--- src/rtl/clint_bus_slave_if.sv ---
// rtl/clint_bus_slave_if.sv - core load/store request/response bus toward the CLINT responder
interface clint_bus_slave_if;
  logic        req_valid;
  logic        req_ready;
  logic [31:0] req_addr;
  logic        req_wen;
  logic [63:0] req_wdata;
  logic [7:0]  req_wstrb;
  logic        rsp_valid;
  logic        rsp_ready;
  logic [63:0] rsp_rdata;
  logic        rsp_err;

  modport master (
    output req_valid, req_addr, req_wen, req_wdata, req_wstrb, rsp_ready,
    input  req_ready, rsp_valid, rsp_rdata, rsp_err
  );

  modport slave (
    input  req_valid, req_addr, req_wen, req_wdata, req_wstrb, rsp_ready,
    output req_ready, rsp_valid, rsp_rdata, rsp_err
  );
endinterface

--- src/rtl/clint_bus_slave.sv ---
// rtl/clint_bus_slave.sv - bus responder for CLINT mtime/mtimecmp with byte-strobe merge
// Optional msip register enabled by defining CLINT_MSIP_EN.
module clint_bus_slave #(
  parameter logic [31:0] BASE_ADDR    = 32'h0200_0000,
  parameter logic [31:0] MTIMECMP_OFF = 32'h0000_4000,
  parameter logic [31:0] MTIME_OFF    = 32'h0000_BFF8
) (
  input  logic                 clk,
  input  logic                 reset,
  clint_bus_slave_if.slave     bus,
  output logic [63:0]          clint_wdata,
  output logic                 clint_mtime_en,
  output logic                 clint_mtimecmp_en,
  input  logic [63:0]          clint_mtime_data,
  input  logic [63:0]          clint_mtimecmp_data
`ifdef CLINT_MSIP_EN
  ,
  output logic                 msip_int
`endif
);

  localparam logic [31:0] MTIME_ADDR    = BASE_ADDR + MTIME_OFF;
  localparam logic [31:0] MTIMECMP_ADDR = BASE_ADDR + MTIMECMP_OFF;

  typedef enum logic [1:0] {IDLE, EXEC, RESP} state_t;

  state_t      state_q, state_d;
  logic [31:0] addr_q;
  logic        wen_q;
  logic [63:0] wdata_q;
  logic [7:0]  wstrb_q;
  logic [63:0] wdata_hold_q;
  logic [63:0] rdata_q;
  logic        err_q;

  logic        aligned, hit_mtime, hit_cmp, hit_msip, hit;
  logic [63:0] cur, mask, merged;
  logic        do_write, accept;

`ifdef CLINT_MSIP_EN
  logic msip_q;
  assign msip_int = msip_q;
  assign hit_msip = (addr_q == BASE_ADDR);
`else
  assign hit_msip = 1'b0;
`endif

  assign accept = bus.req_valid && bus.req_ready;

  // Decode and merge are purely combinational on the latched request so the
  // live CLINT value is merged in the same cycle the enable fires.
  always_comb begin
    aligned   = (addr_q[2:0] == 3'b000);
    hit_mtime = (addr_q == MTIME_ADDR);
    hit_cmp   = (addr_q == MTIMECMP_ADDR);
    hit       = aligned && (hit_mtime || hit_cmp || hit_msip);
    cur       = 64'd0;
    if (hit_mtime)
      cur = clint_mtime_data;
    else if (hit_cmp)
      cur = clint_mtimecmp_data;
`ifdef CLINT_MSIP_EN
    else if (hit_msip)
      cur = {63'd0, msip_q};
`endif
    mask = 64'd0;
    for (int i = 0; i < 8; i++)
      mask[8*i +: 8] = {8{wstrb_q[i]}};
    merged   = (cur & ~mask) | (wdata_q & mask);
    do_write = (state_q == EXEC) && hit && wen_q && (wstrb_q != 8'd0);
  end

  always_ff @(posedge clk or posedge reset) begin
    if (reset)
      state_q <= IDLE;
    else
      state_q <= state_d;
  end

  always_comb begin
    state_d = state_q;
    case (state_q)
      IDLE:    if (accept) state_d = EXEC;
      EXEC:    state_d = RESP;
      RESP:    if (bus.rsp_ready) state_d = IDLE;
      default: state_d = IDLE;
    endcase
  end

  always_comb begin
    bus.req_ready     = (state_q == IDLE) && !reset;
    bus.rsp_valid     = (state_q == RESP);
    bus.rsp_rdata     = rdata_q;
    bus.rsp_err       = err_q;
    clint_mtime_en    = do_write && hit_mtime;
    clint_mtimecmp_en = do_write && hit_cmp;
    clint_wdata       = (do_write && (hit_mtime || hit_cmp)) ? merged : wdata_hold_q;
  end

  always_ff @(posedge clk or posedge reset) begin
    if (reset) begin
      addr_q       <= 32'd0;
      wen_q        <= 1'b0;
      wdata_q      <= 64'd0;
      wstrb_q      <= 8'd0;
      wdata_hold_q <= 64'd0;
      rdata_q      <= 64'd0;
      err_q        <= 1'b0;
    end else begin
      if (accept) begin
        addr_q  <= bus.req_addr;
        wen_q   <= bus.req_wen;
        wdata_q <= bus.req_wdata;
        wstrb_q <= bus.req_wstrb;
      end
      if (state_q == EXEC) begin
        err_q   <= !hit;
        rdata_q <= (hit && !wen_q) ? cur : 64'd0;
        if (do_write && (hit_mtime || hit_cmp))
          wdata_hold_q <= merged;
      end
    end
  end

`ifdef CLINT_MSIP_EN
  always_ff @(posedge clk or posedge reset) begin
    if (reset)
      msip_q <= 1'b0;
    else if (do_write && hit_msip && wstrb_q[0])
      msip_q <= wdata_q[0];
  end
`endif

endmodule

--- src/flat_wrapper.sv ---
// flat-port wrapper written by rule: the top's interface ports become plain ports
module clint_bus_slave_flat 
#(
  parameter logic [31:0] BASE_ADDR    = 32'h0200_0000,
  parameter logic [31:0] MTIMECMP_OFF = 32'h0000_4000,
  parameter logic [31:0] MTIME_OFF    = 32'h0000_BFF8
)
  (clk, reset, clint_wdata, clint_mtime_en, clint_mtimecmp_en, clint_mtime_data, clint_mtimecmp_data, bus_req_valid, bus_req_addr, bus_req_wen, bus_req_wdata, bus_req_wstrb, bus_rsp_ready, bus_req_ready, bus_rsp_valid, bus_rsp_rdata, bus_rsp_err);
  clint_bus_slave_if bus_i ();
  input  logic clk;
  input  logic reset;
  output logic [63:0] clint_wdata;
  output logic clint_mtime_en;
  output logic clint_mtimecmp_en;
  input  logic [63:0] clint_mtime_data;
  input  logic [63:0] clint_mtimecmp_data;
  input wire logic [$bits(bus_i.req_valid)-1:0] bus_req_valid;
  input wire logic [$bits(bus_i.req_addr)-1:0] bus_req_addr;
  input wire logic [$bits(bus_i.req_wen)-1:0] bus_req_wen;
  input wire logic [$bits(bus_i.req_wdata)-1:0] bus_req_wdata;
  input wire logic [$bits(bus_i.req_wstrb)-1:0] bus_req_wstrb;
  input wire logic [$bits(bus_i.rsp_ready)-1:0] bus_rsp_ready;
  output wire logic [$bits(bus_i.req_ready)-1:0] bus_req_ready;
  output wire logic [$bits(bus_i.rsp_valid)-1:0] bus_rsp_valid;
  output wire logic [$bits(bus_i.rsp_rdata)-1:0] bus_rsp_rdata;
  output wire logic [$bits(bus_i.rsp_err)-1:0] bus_rsp_err;
  assign bus_i.req_valid = bus_req_valid;
  assign bus_i.req_addr = bus_req_addr;
  assign bus_i.req_wen = bus_req_wen;
  assign bus_i.req_wdata = bus_req_wdata;
  assign bus_i.req_wstrb = bus_req_wstrb;
  assign bus_i.rsp_ready = bus_rsp_ready;
  assign bus_req_ready = bus_i.req_ready;
  assign bus_rsp_valid = bus_i.rsp_valid;
  assign bus_rsp_rdata = bus_i.rsp_rdata;
  assign bus_rsp_err = bus_i.rsp_err;
  clint_bus_slave #(.BASE_ADDR(BASE_ADDR), .MTIMECMP_OFF(MTIMECMP_OFF), .MTIME_OFF(MTIME_OFF)) u_core (.clk(clk), .reset(reset), .bus(bus_i), .clint_wdata(clint_wdata), .clint_mtime_en(clint_mtime_en), .clint_mtimecmp_en(clint_mtimecmp_en), .clint_mtime_data(clint_mtime_data), .clint_mtimecmp_data(clint_mtimecmp_data));
endmodule
--- config.mk ---
export PLATFORM = sky130hd
export DESIGN_NAME = clint_bus_slave_flat
export DESIGN_NICKNAME = d
export VERILOG_FILES = /design/src/rtl/clint_bus_slave_if.sv /design/src/rtl/clint_bus_slave.sv /design/src/flat_wrapper.sv
export SDC_FILE = /design/constraint.sdc
export NUM_CORES = 1
export LEC_CHECK = 0
export ABC_AREA = 1
export BUFFER_PORTS_ARGS = -buffer_cell sky130_fd_sc_hd__buf_2
export CELL_PAD_IN_SITES_DETAIL_PLACEMENT = 2
export CELL_PAD_IN_SITES_GLOBAL_PLACEMENT = 2
export CORE_MARGIN = 8
export CORE_UTILIZATION = 25
export CTS_CLUSTER_SIZE = 28
export DETAILED_ROUTE_END_ITERATION = 10
export GPL_ROUTABILITY_DRIVEN = 0
export GPL_TIMING_DRIVEN = 0
export PLACE_DENSITY = 0.74
export REMOVE_ABC_BUFFERS = 1
export SLEW_MARGIN = 20
export SYNTH_ARGS = -nofsm -noshare
export SYNTH_HDL_FRONTEND = slang
export SYNTH_SLANG_ARGS = --single-unit
--- constraint.sdc ---
create_clock -name clk -period 7.13 [get_ports clk]
set_input_delay 0.713 -clock clk [delete_from_list [all_inputs] [get_ports clk]]
set_output_delay 0.713 -clock clk [all_outputs]
set_load 0.01 [all_outputs]
==> Word-level counts from Yosys, hierarchy flattened <==
Index checks and enable logic that the tools add are counted.
{ "totals": {"n_memories": 0, "rom_bits": 0, "in_bits": 237, "latch_bits": 0, "register_bits": 236, "ram_bits": 0} }
{ "op_classes": {"mul": 0, "order_cmp": 0, "n_shift": 0, "n_reduce_logical": 18, "n_mux": 7, "n_eq_ne": 6, "n_bitwise": 4, "add_sub_neg": 0, "n_div": 0} }
{ "op_table": {"columns": ["op", "count"], "rows": [
  ["2-to-1 mux 64 bit", 4],
  ["AND 64 bit", 2],
  ["== test 32 x 26 -> 1 bit, second input constant", 2],
  ["inverter 64 bit", 1],
  ["bitwise OR 64 bit", 1],
  ["logical AND 1 bit", 10],
  ["nonzero test 8 bit", 1],
  ["one-hot mux 2 bit (3 select lines)", 1],
  ["2-to-1 mux 2 bit", 2],
  ["zero test 1 bit", 3],
  ["zero test 3 bit", 1],
  ["== test 2 x 1 -> 1 bit, second input constant", 1],
  ["== test 2 bit, second input constant", 1],
  ["zero test 2 bit", 1],
  ["inequality test 2 x 1 -> 1 bit, second input constant", 1],
  ["inequality test 2 bit, second input constant", 1],
  ["AND reduction 2 bit", 1],
  ["logical OR 1 bit", 1]
]} }

==> Depth between registers and ports, before layout <==
Gate-level depths: netlist of the first run.
{ "depth": {"ltp_word": 8, "depth_mapped": 13} }

==> Worst setup path before layout of the first run <==
Ideal clock, no wire load.
{ "synth_path": {"path_kind": "register to output", "startpoint": "register u_core.addr_q[19]", "endpoint": "output clint_wdata[10]", "path_buffers": 2, "stages_incl_launch_ff": 12, "arrival_ns": 1.494, "setup_slack_ns": 4.923, "cell_sequence": "dfrtp_1 -> nor2_1 -> and2_1 -> nand2_1 -> nor2_2 -> nand2_1 -> nand2_1 -> nand3_2 -> buf_2 -> buf_6 -> nand2_1 -> nand2_1"} }
{ "synth_via": {"elab_chain_len": 8, "elab_cells_between_ends": 13, "cone_classes": "2 x eq/ne; 3 x mux; 2 x bitwise; 6 x reduce/logical"} }
{ "synth_lines": {"columns": ["element", "line_no", "source"], "rows": [
  ["from (decl)", "clint_bus_slave.sv:28", "logic [31:0] addr_q;"],
  ["from (signal assigned)", "clint_bus_slave.sv:111", "addr_q <= bus.req_addr;"],
  ["branches (longest 7 deep; another with 2-to-1 mux 64 bit)", null, null],
  ["2-to-1 mux 64 bit (*)", "clint_bus_slave.sv:97", "clint_wdata = (do_write && (hit_mtime || hit_cmp)) ? merged : wdata_hold_q;"],
  ["to (decl)", "flat_wrapper.sv:12", "output logic [63:0] clint_wdata;"]
]} }
Mark *: on every way between the ends.

==> Final worst setup path of the first run <==
{ "layout_path": {"startpoint": "register u_core.addr_q[19]", "endpoint": "output clint_wdata[61]"} }
Same word-level chain as after synthesis.

==> qor.yml, run 1 <==
drt:
  vias: 11181
  drt_iter0_drc: 357
  first_pass_iters: 4
  totalWireLength_um: 45700
  drc: 0
  vias_per_cell: 4.50
  wl_per_cell_um: 18.4
  ant_nets: 0
sta:
  period_needed_ps: 4840
  setup_violations: 0
  final-max-slew-violation-count: 0
  tightest_slew_ps: 705
  tns_ps: 0
  worst_slack_ps: 2290
  rsz0062_at_grt: "false"
  fmax_mhz: 207
  relSlewSlack_pct: 52.6
  fin_worst_skew_ps: 16.8
  period_share_pct: 67.9
  timing.final.hold_violations: 0
global_route:
  grt_pass1_wl_um: 70600
  grt_pass1_vias: 12677
  grt_use_total_pct: 17.2
  grt_max_degree: 98
  antenna_found_initial: 9
  gr-total-overflow: 0
clock_network:
  clock_sinks: 236
  cts_tree: "done"
  ctsHoldBuffers: 0
  post_cts_buffers: 0
  cts_resized: 0
  clk_path_buf_depth: 3
  htree_levels: 1
  clk_latency_ps: 570
  cts_buffers: 30
  root_buffer: "clkbuf_16"
  clkTransAtPathRegs_ps: 60
critical_path:
  worstPathRequired_ps: 6420
  max_stage_delay_ps: 500
  critPathMostFrequentCell: "nand2_1"
  setup.worst_path.end_class: "output port"
  startpoint_type: "register"
  cp_data_arrival_time_ps: 4130
  cp_max_fo: 44
  cp_slowest_cell: "nor2_4"
  path_class: "reg -> out"
  crit_chain: "nor2_1 -> and2_1 -> nand2_1 -> nor2_4 -> buf_12 -> nand2_1 -> nand2_1 -> nand3_4 -> buf_16 -> inv_4 -> buf_16 -> nand2_1 -> nand2_1 -> buf_2"
floorplan:
  start_util_pct: 25.3
  die_w_um: 228
  fp-row-count: 77
  dieArea_um2: 51800
  ios: 370
  die_y_um: 228
  core-area_um2: 44200
yosys:
  syn-mean-instance-area_um2: 7.28
  yosysWarnings: 0
  netlist_area_um2: 11200
  synthCells: 1537
  synth-seq-cells: 236
  synth.distinct_cells: 18
  synth_seq_area_share_pct: 52.8
placed_design:
  dp_hpwl_um: 33500
  port-buffer-count: 369
  dp_slack_ps: 2780
power:
  power_density_nw_per_um2: 244
  p_leak_nw: 7.57
  ir_drop_v: 0.000154
status:
  status: "completed"
worst_hold_path:
  holdCritPathClass: "in -> async"
job:
  drv_cap: 0
finish:
  mostFrequentLayoutCells: "857 x nand2_1, 369 x buf_2, 236 x dfrtp_1, 128 x nand3_1, 87 x inv_1"
  final_nets: 2105
  area_growth_syn_to_layout_pct: 32.2
  drive_gt1_share_pct: 23.9
  final_common_cell: "nand2_1"
  utilization_pct: 33.4
[worst paths after layout]
kind	from	end	slack (ps)	cells after the start
worst max register to register	u_core.addr_q[19]	u_core.wdata_hold_q[37]	3650	13
worst min register to register	u_core.wdata_hold_q[22]	u_core.wdata_hold_q[22]	470	2
min in group clk	bus_req_wdata[28]	u_core.wdata_q[28]	340	3
max in group asynchronous	reset	u_core.addr_q[20]	6060	3
worst min-delay path	reset	u_core.bus.rsp_rdata[45]	180	2
worst max-delay path	u_core.addr_q[19]	clint_wdata[61]	2290	14
[kinds of logic (layout without fill, tap and decap cells)]
group / count (synthesis) / after routing / share of synthesized area, %
AOI/OAI and AO/OA: 98 / 98 / 4.38
buffers and inverters: 187 / 540 / 7.10
DFF: 236 / 236 / 52.8
other: 0 / 1 / 0
and+or+nand+nor: 1016 / 1016 / 35.8
[metal layers]
metal | wire, µm | GRT usage (%)
met5 | 96 | 0
met4 | 871 | 3.62
met3 | 3410 | 4.93
met2 | 22500 | 30.9
met1 | 18800 | 20.3
[where the power goes]
group | internal [mW] | switching, mW
combinational | 0.167 | 0.292
sequential | 1.49 | 0.110
clock | 0.939 | 0.618
total | 2.59 | 1.02
[synthesized netlist by cell type]
cell / number / share of area, %
inv_2: 11 / 0.37
dfrtp_1: 236 / 53
o21ai_1: 18 / 0.80
nor2_2: 1 / 0.056
nand4_1: 2 / 0.11
clkbuf_1: 30 / 1.0
nor3_1: 2 / 0.089
and2_1: 2 / 0.11
nor2_1: 21 / 0.70
nand3_1: 128 / 5.7
buf_1: 1 / 0.034
buf_2: 50 / 2.2
inv_1: 90 / 3.0
nand2_1: 858 / 29
nand3_2: 2 / 0.18
o21ai_0: 80 / 3.6
buf_6: 4 / 0.40
clkinv_1: 1 / 0.034
[state kept, by name (all words and copies together), names as in the netlist]
name / flops
u_core.bus.rsp_rdata: 64
u_core.wdata_hold_q: 64
u_core.wdata_q: 64
u_core.addr_q: 32
u_core.wstrb_q: 8
u_core.state_q: 2
u_core.bus.rsp_err: 1
u_core.wen_q: 1
[area by class of cell]
type,count,area (µm²)
clock buffers,49,953
inverters,102,400
fillers,5194,29400
multi-input cells,1114,4530
flip-flops and latches,236,5910
well taps,592,741
repair buffers,384,2200
diodes,1,2.50
clock inverters,5,53.8
[stage by stage]
| step | total power [mW] | hold WS [ps] | instance area, µm² | std cells |
|---|---|---|---|---|
| after floorplan | 1.86 | 444 | 10800 | 1452 |
| after global placement | 2.06 | 456 | 13400 | 2413 |
| after detailed placement | 2.10 | 464 | 13800 | 2428 |
| after CTS | 3.69 | 172 | 14800 | 2482 |
| after global routing | 3.82 | 192 | 14800 | 2483 |
| final | 3.61 | 183 | 14800 | 2483 |
[critical path, delay by kind of cell, from the launching register on]
family	cells	cell delay, ps
buffers and inverters	5	1340
AND/OR/NAND/NOR	9	1750
flip-flops	1	380
No activity file was read; power rests on OpenSTA's default activity.
==> run 2: changes to the inputs <==
--- a/config.mk
+++ b/config.mk
@@ -10,12 +10,12 @@
 export CELL_PAD_IN_SITES_DETAIL_PLACEMENT = 2
 export CELL_PAD_IN_SITES_GLOBAL_PLACEMENT = 2
 export CORE_MARGIN = 8
-export CORE_UTILIZATION = 25
+export CORE_UTILIZATION = 27
 export CTS_CLUSTER_SIZE = 28
 export DETAILED_ROUTE_END_ITERATION = 10
 export GPL_ROUTABILITY_DRIVEN = 0
 export GPL_TIMING_DRIVEN = 0
-export PLACE_DENSITY = 0.74
+export PLACE_DENSITY = 0.76
 export REMOVE_ABC_BUFFERS = 1
 export SLEW_MARGIN = 20
 export SYNTH_ARGS = -nofsm -noshare
==> constraint.sdc (replaced) <==
create_clock -name clk -period 4.8 [get_ports clk]
set_input_delay 0.48 -clock clk [delete_from_list [all_inputs] [get_ports clk]]
set_output_delay 0.48 -clock clk [all_outputs]
set_load 0.01 [all_outputs]
==> run 2 against run 1 <==
  * Global-route usage rose by 1.4 points
  * Via count rose by 1.7%
  * Critical path type unchanged
  * Critical path depth did not move
  * Flip-flop and latch count did not move
  * Sequential power rose by 49%
  * Largest cell class unchanged
  * First-iteration DRC count rose by 18%
  * Power rose by 50%
  * Wire length rose by 0.41%
  * Setup slack got worse by 2000 ps
  * Clock-buffer cell count fell by 3
  * Hold slack got worse by 71 ps
  * Sequential share of layout area rose by 0.051 points
==> qor.yml, run 2 (same netlist as run 1, synthesis figures left out) <==
critical_path:
  r2r_start: "u_core.addr_q[29]"  # was u_core.addr_q[19]
  worstReg2RegEnd: "u_core.wdata_hold_q[36]"  # was u_core.wdata_hold_q[37]
  setup.worst_path.end_class: "output port"  # unchanged
  r2r_setup_slack_ps: 1440  # was 3650 ps
  startpoint_type: "register"  # unchanged
  cp_max_fo: 38  # was 44
  reg2reg_depth: 13  # unchanged
  cp_data_arrival_time_ps: 3980  # was 4130 ps
  worstPathRequired_ps: 4320  # was 6420 ps
  path_class: "reg -> out"  # unchanged
drt:
  ant_nets: 0  # unchanged
  wl_per_cell_um: 18.9  # was 18.4 µm
  drt_iter0_drc: 422  # was 357
  vias: 11372  # was 11181
  first_pass_iters: 4  # unchanged
  vias_per_cell: 4.68  # was 4.50
  totalWireLength_um: 45800  # was 45700 µm
  drc: 0  # unchanged
global_route:
  grt_busiest_layer: "met2"  # unchanged
  gr-total-overflow: 0  # unchanged
  grt_pass1_vias: 12930  # was 12677
  grt_use_total_pct: 18.6  # was 17.2%
  grt_pass1_wl_um: 71900  # was 70600 µm
  met3_usage_pct: 4.74  # was 4.93%
  use_met2_pct: 32.7  # was 30.9%
  met1_usage_pct: 22.6  # was 20.3%
  antenna_found_initial: 9  # unchanged
  grt_max_degree: 91  # was 98
clock_network:
  clkTransAtPathRegs_ps: 60  # about the same
  clock_sinks: 236  # unchanged
  cts_tree: "done"  # unchanged
  clk_path_buf_depth: 3  # unchanged
  cts_buffers: 30  # unchanged
  htree_levels: 1  # unchanged
  root_buffer: "clkbuf_16"  # unchanged
  clk_latency_ps: 560  # was 570 ps
sta:
  fin_worst_skew_ps: 14.1  # was 16.8 ps
  tns_ps: 0  # unchanged
  rsz0062_at_grt: "false"  # unchanged
  tightest_slew_ps: 746  # was 705 ps
  fmax_mhz: 224
  setup_violations: 0  # unchanged
  period_needed_ps: 4460
  relSlewSlack_pct: 49.9  # was 52.6%
  final-max-slew-violation-count: 0  # unchanged
  period_share_pct: 93.0
  whs_ps: 112  # was 183 ps
  timing.final.hold_violations: 0  # unchanged
power:
  power_frac_clock_pct: 43.6  # was 43.1%
  switching_share_pct: 27.9  # was 28.2%
  p_leak_nw: 7.60  # was 7.57 nW
  power.combinational.fraction_pct: 12.7  # about the same
  power_density_nw_per_um2: 368  # was 244 nW/µm²
  p_sw_mw: 1.52  # was 1.02 mW
  ir_drop_v: 0.000234  # was 0.000154 V
  power_frac_seq_pct: 43.7  # was 44.2%
  internal_power_mw: 3.92  # was 2.59 mW
worst_hold_path:
  worstHoldPathCells: 3
  hp-start: "bus_req_wdata[9]"
  holdCritPathClass: "in -> reg"  # was in -> async
  hold_end: "u_core.wdata_q[9]"
finish:
  final_cells: 2431  # was 2483
  area_growth_syn_to_layout_pct: 32.0  # was 32.2%
  regArea_um2: 5910  # unchanged
  final_common_cell: "nand2_1"  # unchanged
  multi_input_area_um2: 4530  # unchanged
  final_nets: 2106  # was 2105
  mostFrequentLayoutCells: "857 x nand2_1, 369 x buf_2, 236 x dfrtp_1, 128 x nand3_1, 87 x inv_1"  # unchanged
  final.fill_count: 4875  # was 5194
  drive_gt1_share_pct: 24.1  # was 23.9%
floorplan:
  ios: 370  # unchanged
  die_w_um: 220  # was 228 µm
  die_y_um: 220  # was 228 µm
  dieArea_um2: 48200  # was 51800 µm²
  start_util_pct: 27.4  # was 25.3%
  fp-row-count: 74  # was 77
  core-area_um2: 40800  # was 44200 µm²
placed_design:
  dp_cells: 2368  # was 2428
  dp_hpwl_um: 33400  # was 33500 µm
  port-buffer-count: 369  # unchanged
status:
  status: "completed"  # unchanged
job:
  drv_cap: 0  # unchanged
run 2: metal layers:
metal | routed length (µm) | vias to the layer above
met4 | 1060 | 4
li1 | - | 5381
met1 | 19100 | 5650
met2 | 22800 | 269
met5 | 23 | -
met3 | 2840 | 68
run 2: what timing repair did:
| action | in CTS | in global routing |
|---|---|---|
| hold endpoints to repair | 58 | 0 |
| setup buffers | 0 | 0 |
| hold buffers | 1 | 0 |
| endpoints found under the setup margin | 0 | 34 |
| gates resized for setup | 0 | 1 |
run 2: through the flow:
step / cell area (µm²) / setup slack, ps / power [mW] / utilization [%]
2_1_floorplan: 10800 / -2150 / 2.76 / -
3_3_place_gp: 13300 / -5780 / 3.05 / 32.6
3_5_place_dp: 13700 / 750 / 3.11 / 33.5
4_1_cts: 14800 / 59.9 / 5.54 / 36.1
5_1_grt: 14800 / 1.21 / 5.72 / 36.2
6_report: 14800 / 336 / 5.44 / 36.2
run 2: worst max-delay path by stage:
stage / from / endpoint / slack (ps)
2_1_floorplan: reset / u_core.addr_q[0] / -2150
3_3_place_gp: reset / u_core.addr_q[30] / -5780
3_5_place_dp: u_core.addr_q[19] / clint_wdata[26] / 750
4_1_cts: u_core.addr_q[29] / clint_wdata[36] / 60
5_1_grt: u_core.addr_q[29] / clint_wdata[26] / 1
6_report: u_core.addr_q[29] / clint_wdata[36] / 340
run 2: worst max-delay path: stages (launching register included):
cell and delay (ps):
dfrtp_1 370, inv_1 90, nand2_1 70, nor2_1 110
nand2_1 100, nor2_4 530, buf_12 280, nand2_1 100
nand2_1 220, nand3_4 430, inv_6 440, buf_12 270
nand2_1 130, nand2_1 80, buf_2 150
run 2: power groups by stage:
| stage | registers, mW | logic [mW] | clock network (mW) |
|---|---|---|---|
| after detailed placement | 2.41 | 0.700 | 0 |
| after global placement | 2.40 | 0.652 | 0 |
| after CTS | 2.38 | 0.716 | 2.44 |
| after global routing | 2.41 | 0.801 | 2.51 |
| final | 2.38 | 0.690 | 2.37 |
| after floorplan | 2.36 | 0.403 | 0 |
run 2: area by class of cell:
| type | count | area share, % |
|---|---|---|
| inverter | 102 | 2.73 |
| clock buffer | 46 | 6.45 |
| antenna | 7 | 0.119 |
| timing repair buffer | 385 | 14.9 |
| sequential | 236 | 40.0 |
| multi-input combinational | 1114 | 30.7 |
| clock inverter | 9 | 0.669 |
| tap | 532 | 4.51 |
==> run 3: changes to the inputs <==
--- a/config.mk
+++ b/config.mk
@@ -5,17 +5,17 @@
 export SDC_FILE = /design/constraint.sdc
 export NUM_CORES = 1
 export LEC_CHECK = 0
-export ABC_AREA = 1
+export ABC_AREA = 0
 export BUFFER_PORTS_ARGS = -buffer_cell sky130_fd_sc_hd__buf_2
 export CELL_PAD_IN_SITES_DETAIL_PLACEMENT = 2
 export CELL_PAD_IN_SITES_GLOBAL_PLACEMENT = 2
 export CORE_MARGIN = 8
-export CORE_UTILIZATION = 27
+export CORE_UTILIZATION = 31
 export CTS_CLUSTER_SIZE = 28
 export DETAILED_ROUTE_END_ITERATION = 10
 export GPL_ROUTABILITY_DRIVEN = 0
 export GPL_TIMING_DRIVEN = 0
-export PLACE_DENSITY = 0.76
+export PLACE_DENSITY = 0.78
 export REMOVE_ABC_BUFFERS = 1
 export SLEW_MARGIN = 20
 export SYNTH_ARGS = -nofsm -noshare
==> constraint.sdc (replaced) <==
create_clock -name clk -period 4.84 [get_ports clk]
set_input_delay 0.484 -clock clk [delete_from_list [all_inputs] [get_ports clk]]
set_output_delay 0.484 -clock clk [all_outputs]
set_load 0.01 [all_outputs]
==> run 3 against run 2 <==
  * Combinational power increased by 34%
  * Die area decreased by 6.3%
  * Power is 4.2% higher
  * Utilization grew 5.2 points
  * Largest cell class unchanged
==> qor.yml, run 3 <==
status:
  status: "completed"  # unchanged
drt:
  wl_met1_um: 22700  # was 19100 µm
  first_pass_iters: 5  # was 4
  drt_iter0_drc: 600  # was 422
  vias: 12324  # was 11372
  ant_nets: 0  # unchanged
  wl_met2_um: 28600  # was 22800 µm
  dr_wl_met3_um: 3940  # was 2840 µm
  drc: 0  # unchanged
  vias_per_cell: 5.87  # was 4.68
  highest_layer: "met5"  # unchanged
  totalWireLength_um: 56700  # was 45800 µm
  wl_per_cell_um: 27.0  # was 18.9 µm
critical_path:
  cp_data_arrival_time_ps: 4110  # was 3980 ps
  r2r_start: "u_core.addr_q[1]"  # was u_core.addr_q[29]
  worstPathRequired_ps: 4360  # was 4320 ps
  critPathLaunch: "u_core.addr_q[27]"  # was u_core.addr_q[29]
  cp_max_fo: 12  # was 38
  startpoint_type: "register"  # unchanged
  setup.worst_path.end_class: "output port"  # unchanged
  path_class: "reg -> out"  # unchanged
clock_network:
  cts_tree: "done"  # unchanged
  root_buffer: "clkbuf_16"  # unchanged
  clkTransAtPathRegs_ps: 60  # about the same
  htree_levels: 1  # unchanged
  clk_latency_ps: 570  # was 560 ps
  cts_buffers: 30  # unchanged
  clk_path_buf_depth: 3  # unchanged
  clock_sinks: 236  # unchanged
finish:
  multi_input_area_um2: 5580  # was 4530 µm²
  final_nets: 1782  # was 2106
  utilization_pct: 41.3  # was 36.2%
  final_common_cell: "buf_2"  # was nand2_1
  mostFrequentLayoutCells: "377 x buf_2, 236 x dfrtp_1, 132 x nand2_1, 129 x nand3_1, 129 x a31oi_1"  # was 857 x nand2_1, 369 x buf_2, 236 x dfrtp_1, 128 x nand3_1, 87 x inv_1
  final.fill_count: 4223  # was 4875
  area_growth_syn_to_layout_pct: 32.4  # was 32.0%
  drive_gt1_share_pct: 37.1  # was 24.1%
  regArea_um2: 5910  # unchanged
sta:
  relSlewSlack_pct: 34.7  # was 49.9%
  fmax_mhz: 218
  period_needed_ps: 4590
  tightest_slew_ps: 954  # was 746 ps
  setup_violations: 0  # unchanged
  rsz0062_at_grt: "false"  # unchanged
  whs_ps: 140  # was 112 ps
  fin_worst_skew_ps: 10.3  # was 14.1 ps
  final-max-slew-violation-count: 0  # unchanged
  timing.final.hold_violations: 0  # unchanged
  period_share_pct: 94.8
yosys:
  yosysTopAreaCellShare_pct: 49.3  # was 52.8%
  synth_edf_count: 0  # unchanged
  synth_async_sr_flop_share_pct: 100  # unchanged
  yosys.cell_count.top_type: "dfrtp_1"  # was nand2_1
  synth_commonest_cells: "236 x dfrtp_1, 132 x nand2_1, 130 x nand3_1, 129 x a31oi_1, 104 x mux2_2"  # was 858 x nand2_1, 236 x dfrtp_1, 128 x nand3_1, 90 x inv_1, 80 x o21ai_0
  syn-mean-instance-area_um2: 9.69  # was 7.28 µm²
  yosysTopAreaCell: "dfrtp_1"  # unchanged
  synthCells: 1236  # was 1537
  synth_seq_area_share_pct: 49.3  # was 52.8%
  netlist_area_um2: 12000  # was 11200 µm²
  synth_flop_cell: "dfrtp_1"  # unchanged
  synth.distinct_cells: 34  # was 18
  synth-seq-cells: 236  # unchanged
  yosysWarnings: 0  # unchanged
  ys_top_cells_by_area: "dfrtp_1 49%, mux2_2 9.8%, a31oi_1 6.7%"  # was dfrtp_1 53%, nand2_1 29%, nand3_1 5.7%
floorplan:
  ios: 370  # unchanged
  core-area_um2: 38400  # was 40800 µm²
  fp-row-count: 72  # was 74
  dieArea_um2: 45200  # was 48200 µm²
  start_util_pct: 31.2  # was 27.4%
  die_w_um: 213  # was 220 µm
  die_y_um: 213  # was 220 µm
worst_hold_path:
  hp-start: "bus_rsp_ready"  # was bus_req_wdata[9]
  holdCritPathClass: "in -> reg"  # unchanged
power:
  power_density_nw_per_um2: 357  # was 368 nW/µm²
  p_leak_nw: 5.97  # was 7.60 nW
  ir_drop_v: 0.000279  # was 0.000234 V
global_route:
  grt_max_degree: 94  # was 91
  grt_pass1_vias: 13852  # was 12930
  antenna_found_initial: 16  # was 9
  grt_pass1_wl_um: 86700  # was 71900 µm
  gr-total-overflow: 0  # unchanged
  grt_use_total_pct: 24.3  # was 18.6%
placed_design:
  port-buffer-count: 369  # unchanged
  dp_hpwl_um: 39300  # was 33400 µm
job:
  drv_cap: 0  # unchanged
==> run 3: cell families after synthesis <==
family                 synth area share, %
AOI/OAI and AO/OA                     24.5
and+or+nand+nor                       11.5
DFF                                   49.3
buffers and inverters                 4.98
muxes                                 9.77
==> run 3: layout make-up <==
| class | count | area share [%] |
|---|---|---|
| Antenna cell | 13 | 0.205 |
| Clock buffer | 47 | 5.65 |
| Clock inverter | 7 | 0.560 |
| Inverter | 3 | 0.118 |
| Multi-Input combinational cell | 858 | 35.2 |
| Sequential cell | 236 | 37.2 |
| Tap cell | 518 | 4.09 |
| Timing Repair Buffer | 416 | 17.0 |
==> run 3: final timing paths <==
check,endpoint,slack [ps],depth (start not counted)
max reg2reg,u_core.bus.rsp_rdata[0],1230,7
max in group asynchronous,u_core.wdata_hold_q[15],3390,4
min,u_core.state_q[1],140,2
max,clint_wdata[63],250,10
min reg2reg,u_core.bus.rsp_rdata[31],480,2
min in group asynchronous,u_core.addr_q[13],530,3
==> run 3: worst max-delay path: stages (launching register included) <==
cell and delay (ps):
dfrtp_1 390, nor4b_1 370, nand4_1 510, buf_6 350
nor4_4 660, buf_4 340, buf_4 250, buf_8 180
a21oi_1 100, a31oi_1 200, buf_2 170
==> run 3: layer usage <==
metal  GRT usage, %  vias to the layer above
met1           29.3                     6425
met5              0                        -
li1               -                     5390
met3           6.06                      108
met2           42.2                      391
met4           7.76                       10
==> run 3: per-stage QoR <==
stage	power [mW]	area, µm²	setup TNS [ps]	setup WS, ps	instances
after global placement	3.22	13900	-3916370	-13860	1984
after detailed placement	3.39	14800	0	596	2029
final	5.67	15900	0	250	2098
after CTS	5.72	15800	0	3.62	2084
after global routing	5.87	15900	0	84.5	2094
after floorplan	2.83	11400	-1490630	-5630	1097
==> run 3: power breakdown <==
part	switching (mW)	internal, mW	total (mW)
Combinational	0.525	0.398	0.923
Clock	0.929	1.36	2.29
Sequential	0.234	2.22	2.45
==> run 3: what timing repair did <==
item,CTS,global route
setup endpoints to repair,3,11
hold endpoints to repair,55,0
pin swaps,1,1
hold buffers,1,0
buffers inserted,0,1
gates resized for setup,1,0
